**src/rtl/la_pkg.sv**
```systemverilog
// Shared types for the logic-analyser sample/trigger block: FSM encoding,
// trigger-mode codes and the sample-divider helper.
package la_pkg;

  typedef enum logic [1:0] {
    ST_IDLE    = 2'd0,
    ST_ARMED   = 2'd1,
    ST_CAPTURE = 2'd2,
    ST_DONE    = 2'd3
  } la_state_t;

  localparam logic [1:0] TRIG_LOW  = 2'b00;
  localparam logic [1:0] TRIG_HIGH = 2'b01;
  localparam logic [1:0] TRIG_FALL = 2'b10;
  localparam logic [1:0] TRIG_RISE = 2'b11;

  // Divider count width; cfg tops out at 15, so 2^15-1 must fit.
  localparam int DIV_W = 16;

  // Terminal count of the divider for a given period exponent.
  function automatic logic [DIV_W-1:0] div_last(input logic [3:0] cfg);
    return (DIV_W'(1) << cfg) - DIV_W'(1);
  endfunction

endpackage

```
**src/rtl/la_sample_trigger_if.sv**
```systemverilog
// Write port towards the capture FIFO. The trigger block drives the
// strobe and data; the FIFO side reports back when it is full.
interface la_sample_trigger_if #(
  parameter int INPUT_WIDTH = 6
);
  logic                   wr_en;
  logic [INPUT_WIDTH-1:0] wr_data;
  logic                   wr_full;

  modport master (output wr_en, output wr_data, input wr_full);
  modport slave  (input wr_en, input wr_data, output wr_full);
endinterface

```
**src/rtl/la_sample_div.sv**
```systemverilog
// Sample-period divider: one-cycle strobe every 2^cfg clk cycles.
// Held at zero while clr is high so a new capture starts on a clean phase.
module la_sample_div
  import la_pkg::*;
(
  input  logic       clk,
  input  logic       rst,
  input  logic       clr,
  input  logic [3:0] cfg,
  output logic       strobe
);

  logic [DIV_W-1:0] cnt;

  assign strobe = (cnt == div_last(cfg));

  // Free-running count that wraps at the terminal value or on clear.
  always_ff @(posedge clk or posedge rst) begin
    if (rst)                cnt <= '0;
    else if (clr || strobe) cnt <= '0;
    else                    cnt <= cnt + DIV_W'(1);
  end

endmodule

```
**src/rtl/la_sample_trigger.sv**
```systemverilog
// Logic-analyser sample/trigger engine. Waits for a trigger condition on
// one probe channel, then pushes sample_num samples into a FIFO at the
// configured sample rate. Configuration is latched at start so inputs may
// change freely while a capture runs.
module la_sample_trigger
  import la_pkg::*;
#(
  parameter int INPUT_WIDTH = 6,
  parameter int CNT_WIDTH   = 32
) (
  input  logic                   clk,
  input  logic                   rst,
  input  logic                   sample_run,
  input  logic [3:0]             sample_clk_cfg,
  input  logic [CNT_WIDTH-1:0]   sample_num,
  input  logic [1:0]             triger_type,
  input  logic [2:0]             trigger_channel,
  input  logic [INPUT_WIDTH-1:0] din,
  la_sample_trigger_if.master    fifo,
  output logic                   start_posedge,
  output logic                   triggered,
  output logic                   busy,
  output logic                   done,
  output logic                   overflow
);

  // Synchronizers: din two deep, sample_run three deep so the edge
  // detector compares two already-settled stages.
  logic [1:0][INPUT_WIDTH-1:0] din_sync;
  logic [2:0]                  run_sync;
  logic [INPUT_WIDTH-1:0]      din_s;
  logic                        run_lvl;
  logic                        run_rise;

  assign din_s    = din_sync[1];
  assign run_lvl  = run_sync[1];
  assign run_rise = run_sync[1] & ~run_sync[2];

  // Latched configuration.
  logic [3:0]             cfg_q;
  logic [CNT_WIDTH-1:0]   num_q;
  logic [1:0]             type_q;
  logic [2:0]             ch_q;

  // Trigger history and sample counter.
  logic [INPUT_WIDTH-1:0] prev_q;
  logic                   prev_vld;
  logic [CNT_WIDTH-1:0]   cnt_q;

  la_state_t state, state_nx;
  logic      strobe;
  logic      hit;
  logic      start;
  logic      capture;
  logic      last;

  assign busy = (state != ST_IDLE);
  // cnt_q indexes the sample being taken; the trigger sample is index 0.
  assign last = (cnt_q == num_q - CNT_WIDTH'(1));

  la_sample_div u_div (
    .clk    (clk),
    .rst    (rst),
    .clr    (state == ST_IDLE),
    .cfg    (cfg_q),
    .strobe (strobe)
  );

  // Input synchronizer shift registers.
  always_ff @(posedge clk or posedge rst) begin
    if (rst) begin
      din_sync <= '0;
      run_sync <= '0;
    end else begin
      din_sync <= {din_sync[0], din};
      run_sync <= {run_sync[1:0], sample_run};
    end
  end

  // Trigger condition on the selected channel; out-of-range channel fires at once.
  always_comb begin
    logic cur_bit, old_bit;
    cur_bit = 1'b0;
    old_bit = 1'b0;
    hit     = 1'b0;
    for (int i = 0; i < INPUT_WIDTH; i++) begin
      if (int'(ch_q) == i) begin
        cur_bit = din_s[i];
        old_bit = prev_q[i];
      end
    end
    case (type_q)
      TRIG_LOW:  hit = ~cur_bit;
      TRIG_HIGH: hit = cur_bit;
      TRIG_FALL: hit = prev_vld & old_bit & ~cur_bit;
      default:   hit = prev_vld & ~old_bit & cur_bit;
    endcase
    if (int'(ch_q) >= INPUT_WIDTH) hit = 1'b1;
  end

  // FSM state register.
  always_ff @(posedge clk or posedge rst) begin
    if (rst) state <= ST_IDLE;
    else     state <= state_nx;
  end

  // FSM next state plus the start / capture decisions for this cycle.
  always_comb begin
    state_nx = state;
    start    = 1'b0;
    capture  = 1'b0;
    case (state)
      ST_IDLE: begin
        if (run_rise) begin
          start    = 1'b1;
          state_nx = (sample_num == '0) ? ST_DONE : ST_ARMED;
        end
      end
      ST_ARMED: begin
        if (!run_lvl) begin
          state_nx = ST_IDLE;
        end else if (strobe && hit) begin
          capture  = 1'b1;
          state_nx = last ? ST_DONE : ST_CAPTURE;
        end
      end
      ST_CAPTURE: begin
        if (!run_lvl) begin
          state_nx = ST_IDLE;
        end else if (strobe) begin
          capture = 1'b1;
          if (last) state_nx = ST_DONE;
        end
      end
      default: state_nx = ST_IDLE;
    endcase
  end

  // Configuration latch, sample counter and edge-mode history.
  always_ff @(posedge clk or posedge rst) begin
    if (rst) begin
      cfg_q    <= '0;
      num_q    <= '0;
      type_q   <= '0;
      ch_q     <= '0;
      cnt_q    <= '0;
      prev_q   <= '0;
      prev_vld <= 1'b0;
    end else if (start) begin
      cfg_q    <= sample_clk_cfg;
      num_q    <= sample_num;
      type_q   <= triger_type;
      ch_q     <= trigger_channel;
      cnt_q    <= '0;
      prev_vld <= 1'b0;
    end else begin
      if (capture && !last) cnt_q <= cnt_q + CNT_WIDTH'(1);
      // First strobe in ARMED only primes the history for edge modes.
      if (state == ST_ARMED && run_lvl && strobe) begin
        prev_q   <= din_s;
        prev_vld <= 1'b1;
      end
    end
  end

  // FIFO write: one cycle after the strobe; a full FIFO drops the sample.
  always_ff @(posedge clk or posedge rst) begin
    if (rst) begin
      fifo.wr_en   <= 1'b0;
      fifo.wr_data <= '0;
    end else begin
      fifo.wr_en <= capture & ~fifo.wr_full;
      if (capture) fifo.wr_data <= din_s;
    end
  end

  // Status outputs: start/done pulses, trigger flag, sticky overflow.
  always_ff @(posedge clk or posedge rst) begin
    if (rst) begin
      start_posedge <= 1'b0;
      done          <= 1'b0;
      triggered     <= 1'b0;
      overflow      <= 1'b0;
    end else begin
      start_posedge <= start;
      done          <= (state == ST_DONE);
      if (state_nx == ST_IDLE) triggered <= 1'b0;
      else if (capture)        triggered <= 1'b1;
      if (start)                         overflow <= 1'b0;
      else if (capture && fifo.wr_full)  overflow <= 1'b1;
    end
  end

endmodule

```
**src/flat_wrapper.sv**
```systemverilog
// flat-port wrapper written by rule: the top's interface ports become plain ports
module la_sample_trigger_flat import la_pkg::*;
#(
  parameter int INPUT_WIDTH = 6,
  parameter int CNT_WIDTH   = 32
)
  (clk, rst, sample_run, sample_clk_cfg, sample_num, triger_type, trigger_channel, din, start_posedge, triggered, busy, done, overflow, fifo_wr_en, fifo_wr_data, fifo_wr_full);
  la_sample_trigger_if #(.INPUT_WIDTH(INPUT_WIDTH)) fifo_i ();
  input  logic clk;
  input  logic rst;
  input  logic sample_run;
  input  logic [3:0] sample_clk_cfg;
  input  logic [CNT_WIDTH-1:0] sample_num;
  input  logic [1:0] triger_type;
  input  logic [2:0] trigger_channel;
  input  logic [INPUT_WIDTH-1:0] din;
  output logic start_posedge;
  output logic triggered;
  output logic busy;
  output logic done;
  output logic overflow;
  output wire logic [$bits(fifo_i.wr_en)-1:0] fifo_wr_en;
  output wire logic [$bits(fifo_i.wr_data)-1:0] fifo_wr_data;
  input wire logic [$bits(fifo_i.wr_full)-1:0] fifo_wr_full;
  assign fifo_wr_en = fifo_i.wr_en;
  assign fifo_wr_data = fifo_i.wr_data;
  assign fifo_i.wr_full = fifo_wr_full;
  la_sample_trigger #(.INPUT_WIDTH(INPUT_WIDTH), .CNT_WIDTH(CNT_WIDTH)) u_core (.clk(clk), .rst(rst), .sample_run(sample_run), .sample_clk_cfg(sample_clk_cfg), .sample_num(sample_num), .triger_type(triger_type), .trigger_channel(trigger_channel), .din(din), .fifo(fifo_i), .start_posedge(start_posedge), .triggered(triggered), .busy(busy), .done(done), .overflow(overflow));
endmodule
```
**config.mk**
```make
export PLATFORM = sky130hd
export DESIGN_NAME = la_sample_trigger_flat
export DESIGN_NICKNAME = d
export VERILOG_FILES = /design/src/rtl/la_pkg.sv /design/src/rtl/la_sample_trigger_if.sv /design/src/rtl/la_sample_div.sv /design/src/rtl/la_sample_trigger.sv /design/src/flat_wrapper.sv
export SDC_FILE = /design/constraint.sdc
export NUM_CORES = 1
export LEC_CHECK = 0
export ABC_AREA = 1
export CAP_MARGIN = 20
export CORE_ASPECT_RATIO = 0.5
export CORE_UTILIZATION = 32
export DETAILED_ROUTE_END_ITERATION = 8
export PLACE_DENSITY = 0.52
export SETUP_SLACK_MARGIN = 0.02
export SYNTH_ARGS = -nofsm -noshare
export SYNTH_HDL_FRONTEND = slang
export SYNTH_HIERARCHICAL = 1
export SYNTH_SLANG_ARGS = --single-unit
```
**constraint.sdc**
```tcl
create_clock -name clk -period 5.6 [get_ports clk]
set_clock_uncertainty 0.1 [all_clocks]
set_input_delay 1.68 -clock clk [delete_from_list [all_inputs] [get_ports clk]]
set_output_delay 1.68 -clock clk [all_outputs]
set_load 0.05 [all_outputs]
```
==> flow_summary.ini <==
[detailed_routing]
vias = 7353
wl_per_cell_um = 14.8
routed_wl_um = 22700
avgViaCountPerCell = 4.78
drtIter0Drc = 545
ant_nets = 0
drc = 0
drt_pass1_iterations = 5

[layout]
drive_gt1_frac = 0.0724
multi_input_area_um2 = 4260
antenna_cells = 0
layout.cells.non_filler = 1538
design_area_um2 = 9530
syn2layout_area_growth_pct = 18.9
fillers = 2555
regArea_um2 = 3100
nets = 1248

[setup_path]
arrival_ns = 4.36
crit_end = u_core/cnt_q[0]$_DFFE_PP0P_
start_kind = flip-flop
startpoint = u_core/cfg_q[3]$_DFFE_PP0P_
critical_path_class = flip-flop to flip-flop
crit_required_ns = 5.80
crit_fanout = 40
reg2reg_slack_ns = 1.44
crit_path_end_kind = flip-flop
worstReg2RegStart = u_core/cfg_q[3]$_DFFE_PP0P_
regToRegEndpoint = u_core/cnt_q[0]$_DFFE_PP0P_
r2r.worst_path.cells = 20

[grt]
antenna_found_initial = 0
grt_pass1_vias = 7196
grtUsageTotal = 0.190
grt_pass1_wl_um = 37500
gr-total-overflow = 0
grt_max_degree = 93

[timing]
fin_crit_sh = 0.743
slew_viol_final = 0
fin_hold_ws_ns = 0.248
fmax_mhz = 240
post-route-min-period_ns = 4.16
max_slew_margin = 0.351
rsz0062_at_grt = false
hold_violations = 0
worst_slew_pin_slew_ns = 0.972
timing.setup.tns_ns = 0
setup_viol = 0

[cts]
ctsHoldBuffers = 0
cts-root-buf = clkbuf_16
cts.clk_slew.worst_paths_ns = 0.06
cts_tree = yes
postCtsSetupRepairBufs = 0
cts-htree-levels = 4
cts_made_buffers = 17
clockBufferDepth = 2
ctsResizeCount = 0
cts_sinks = 124
worst_skew_pair.late_latency_ns = 0.44

[synthesis]
post-synth-top-area-cell = dfrtp_1
ys_types = 40
syn_area_um2 = 8020
synth_area_leaders = dfrtp_1 39%, nand2_1 16%, nor2_1 6.7%, inv_1 5.8%, xor2_1 4.8%
ys.flop_type = dfrtp_1
netlist_instances = 1134
synthArstFlopShare = 1.00
yosysWarnings = 6
seq_area_frac_synth = 0.387
syn_avg_cell_area_um2 = 7.07
ys_ff_latch = 124
synth_edf_count = 0
syn-num-nets = 1193
yosysTopAreaCellShare = 0.387

[floorplanning]
fp.dieW_um = 226
design.die.area_um2 = 25700
core-area_um2 = 24300
start_util = 0.330
die_h_um = 114
boundaryPins = 63
fp-row-count = 40

[hold_path]
hp-class = flip-flop to flip-flop

[placed_design]
io_buffers = 62
placedInstanceArea_um2 = 8930
gp_congestion = 0.937
post-dp-hpwl_um = 17200
numPlacedInstances = 1506

[pwr]
cellInternalPower_w = 0.00227
pwr-share-comb = 0.385
power_frac_seq = 0.329
powerDensity_nw_per_um2 = 415
peakVddDrop_uv = 181
p_sw_frac = 0.427
p_leak_nw = 4.21
clkPwrFrac = 0.286
switchingPower_w = 0.00169

[outcome]
run_status = complete, no violations

[run]
maxCapViolCount = 0
-- cell families after synthesis --
family,Yosys count,share of synthesized area
AO/OA/AOI/OAI,99,0.0707
AND/OR/NAND/NOR,673,0.372
flip-flops,124,0.387
XOR/XNOR,69,0.0754
buffers and inverters,161,0.0823
adder cells (fa/ha/maj),8,0.0125
-- synthesized netlist by cell type (2+ instances only) --
cell	count
inv_2	6
or2_2	4
o31ai_1	19
nor3_1	18
nor2_2	13
xor2_1	44
nand3_1	72
nor2_1	143
nor2_4	4
nand3_2	13
a21oi_1	11
buf_2	5
inv_1	123
dfrtp_1	124
and3_1	2
buf_1	5
nor4_1	18
nand2_1	342
ha_1	8
nand2_2	4
nand3b_1	7
buf_6	2
clkbuf_1	15
nand4_1	29
o21ai_0	51
xnor2_1	25
o21ai_1	14
-- metrics by stage --
| stage | setup WS, ns | utilization | power [W] |
|---|---|---|---|
| after floorplan | 0.974 | - | 0.00244 |
| after global placement | 1.45 | 0.368 | 0.00282 |
| after detailed placement | 1.46 | 0.368 | 0.00284 |
| after CTS | 1.44 | 0.393 | 0.00400 |
| after global routing | 0.989 | 0.393 | 0.00428 |
| final | 1.44 | 0.393 | 0.00396 |
-- power groups by stage --
stage	clock (W)	sequential (W)	combinational (W)
detailed placement	0	0.00132	0.00152
floorplan	0	0.00125	0.00120
global placement	0	0.00132	0.00150
global route	0.00120	0.00133	0.00175
finish	0.00113	0.00130	0.00153
CTS	0.00116	0.00130	0.00153
-- layer usage --
layer,track usage,part of all wire,vias up
li1,-,-,3752
met1,0.266,0.51,3415
met2,0.291,0.43,163
met3,0.0422,0.050,23
met4,0.0590,0.011,0
met5,0,0,-
-- cells in the final DEF, fill, tap and decap left out, types with 17 or more instances in the layout --
cell               n
nand2_1          342
nor2_1           142
dfrtp_1          124
inv_1            122
nand3_1           72
clkdlybuf4s50_1   62
o21ai_0           51
xor2_1            44
nand4_1           29
xnor2_1           25
o31ai_1           19
nor4_1            18
nor3_1            18
clkbuf_16         17
-- how the worst min path moves through the flow --
| stage | start | end | cells after the start |
|---|---|---|---|
| 2_1_floorplan | u_core/din_sync[0]$_DFF_PP0_ | u_core/din_s[0]$_DFF_PP0_ | 0 |
| 3_3_place_gp | u_core/din_sync[4]$_DFF_PP0_ | u_core/din_s[4]$_DFF_PP0_ | 0 |
| 3_5_place_dp | u_core/din_sync[2]$_DFF_PP0_ | u_core/din_s[2]$_DFF_PP0_ | 0 |
| 4_1_cts | u_core/din_sync[2]$_DFF_PP0_ | u_core/din_s[2]$_DFF_PP0_ | 0 |
| 5_1_grt | u_core/run_sync[0]$_DFF_PP0_ | u_core/run_sync[1]$_DFF_PP0_ | 0 |
| 6_report | u_core/din_sync[5]$_DFF_PP0_ | u_core/din_s[5]$_DFF_PP0_ | 0 |
-- sequential cells by signal (all words and copies together), names as in the netlist --
| name | count |
|---|---|
| u_core/cnt_q | 32 |
| u_core/din_sync | 6 |
| u_core/overflow | 1 |
| u_core/din_s | 6 |
| u_core/done | 1 |
| u_core/type_q | 2 |
| u_core/cfg_q | 4 |
| u_core/u_div/cnt | 16 |
| u_core/num_q | 32 |
| u_core/fifo.wr_data | 6 |
| u_core/start_posedge | 1 |
| u_core/prev_q | 6 |
| u_core/run_sync | 3 |
| u_core/prev_vld | 1 |
| u_core/state | 2 |
| u_core/fifo.wr_en | 1 |
| u_core/ch_q | 3 |
| u_core/triggered | 1 |
-- final cells by class --
cell class / count / area share
clock inverters: 14 / 0.0167
well taps: 336 / 0.0441
multi-input cells: 849 / 0.447
inverters: 131 / 0.0521
clock buffers: 18 / 0.0461
flip-flops and latches: 124 / 0.326
repair buffers: 66 / 0.0683
-- critical path, stage by stage (launching register included) --
cell and delay [ns]:
dfrtp_1 0.50, inv_1 0.22, nand2_1 0.15, nor2_1 0.17, inv_1 0.06, ha_1 0.30
or2_2 0.27, nand3_1 0.07, nor2_1 0.05, nand2_1 0.05, nor2_1 0.04, nand3_1 0.13
nor2_1 0.07, buf_4 0.16, and3_1 0.16, nand2_2 0.21, inv_4 0.09, nand2_4 0.37
nand2_1 0.53, nand3_1 0.22, o21ai_1 0.09
(Power assumes the default switching activity.)
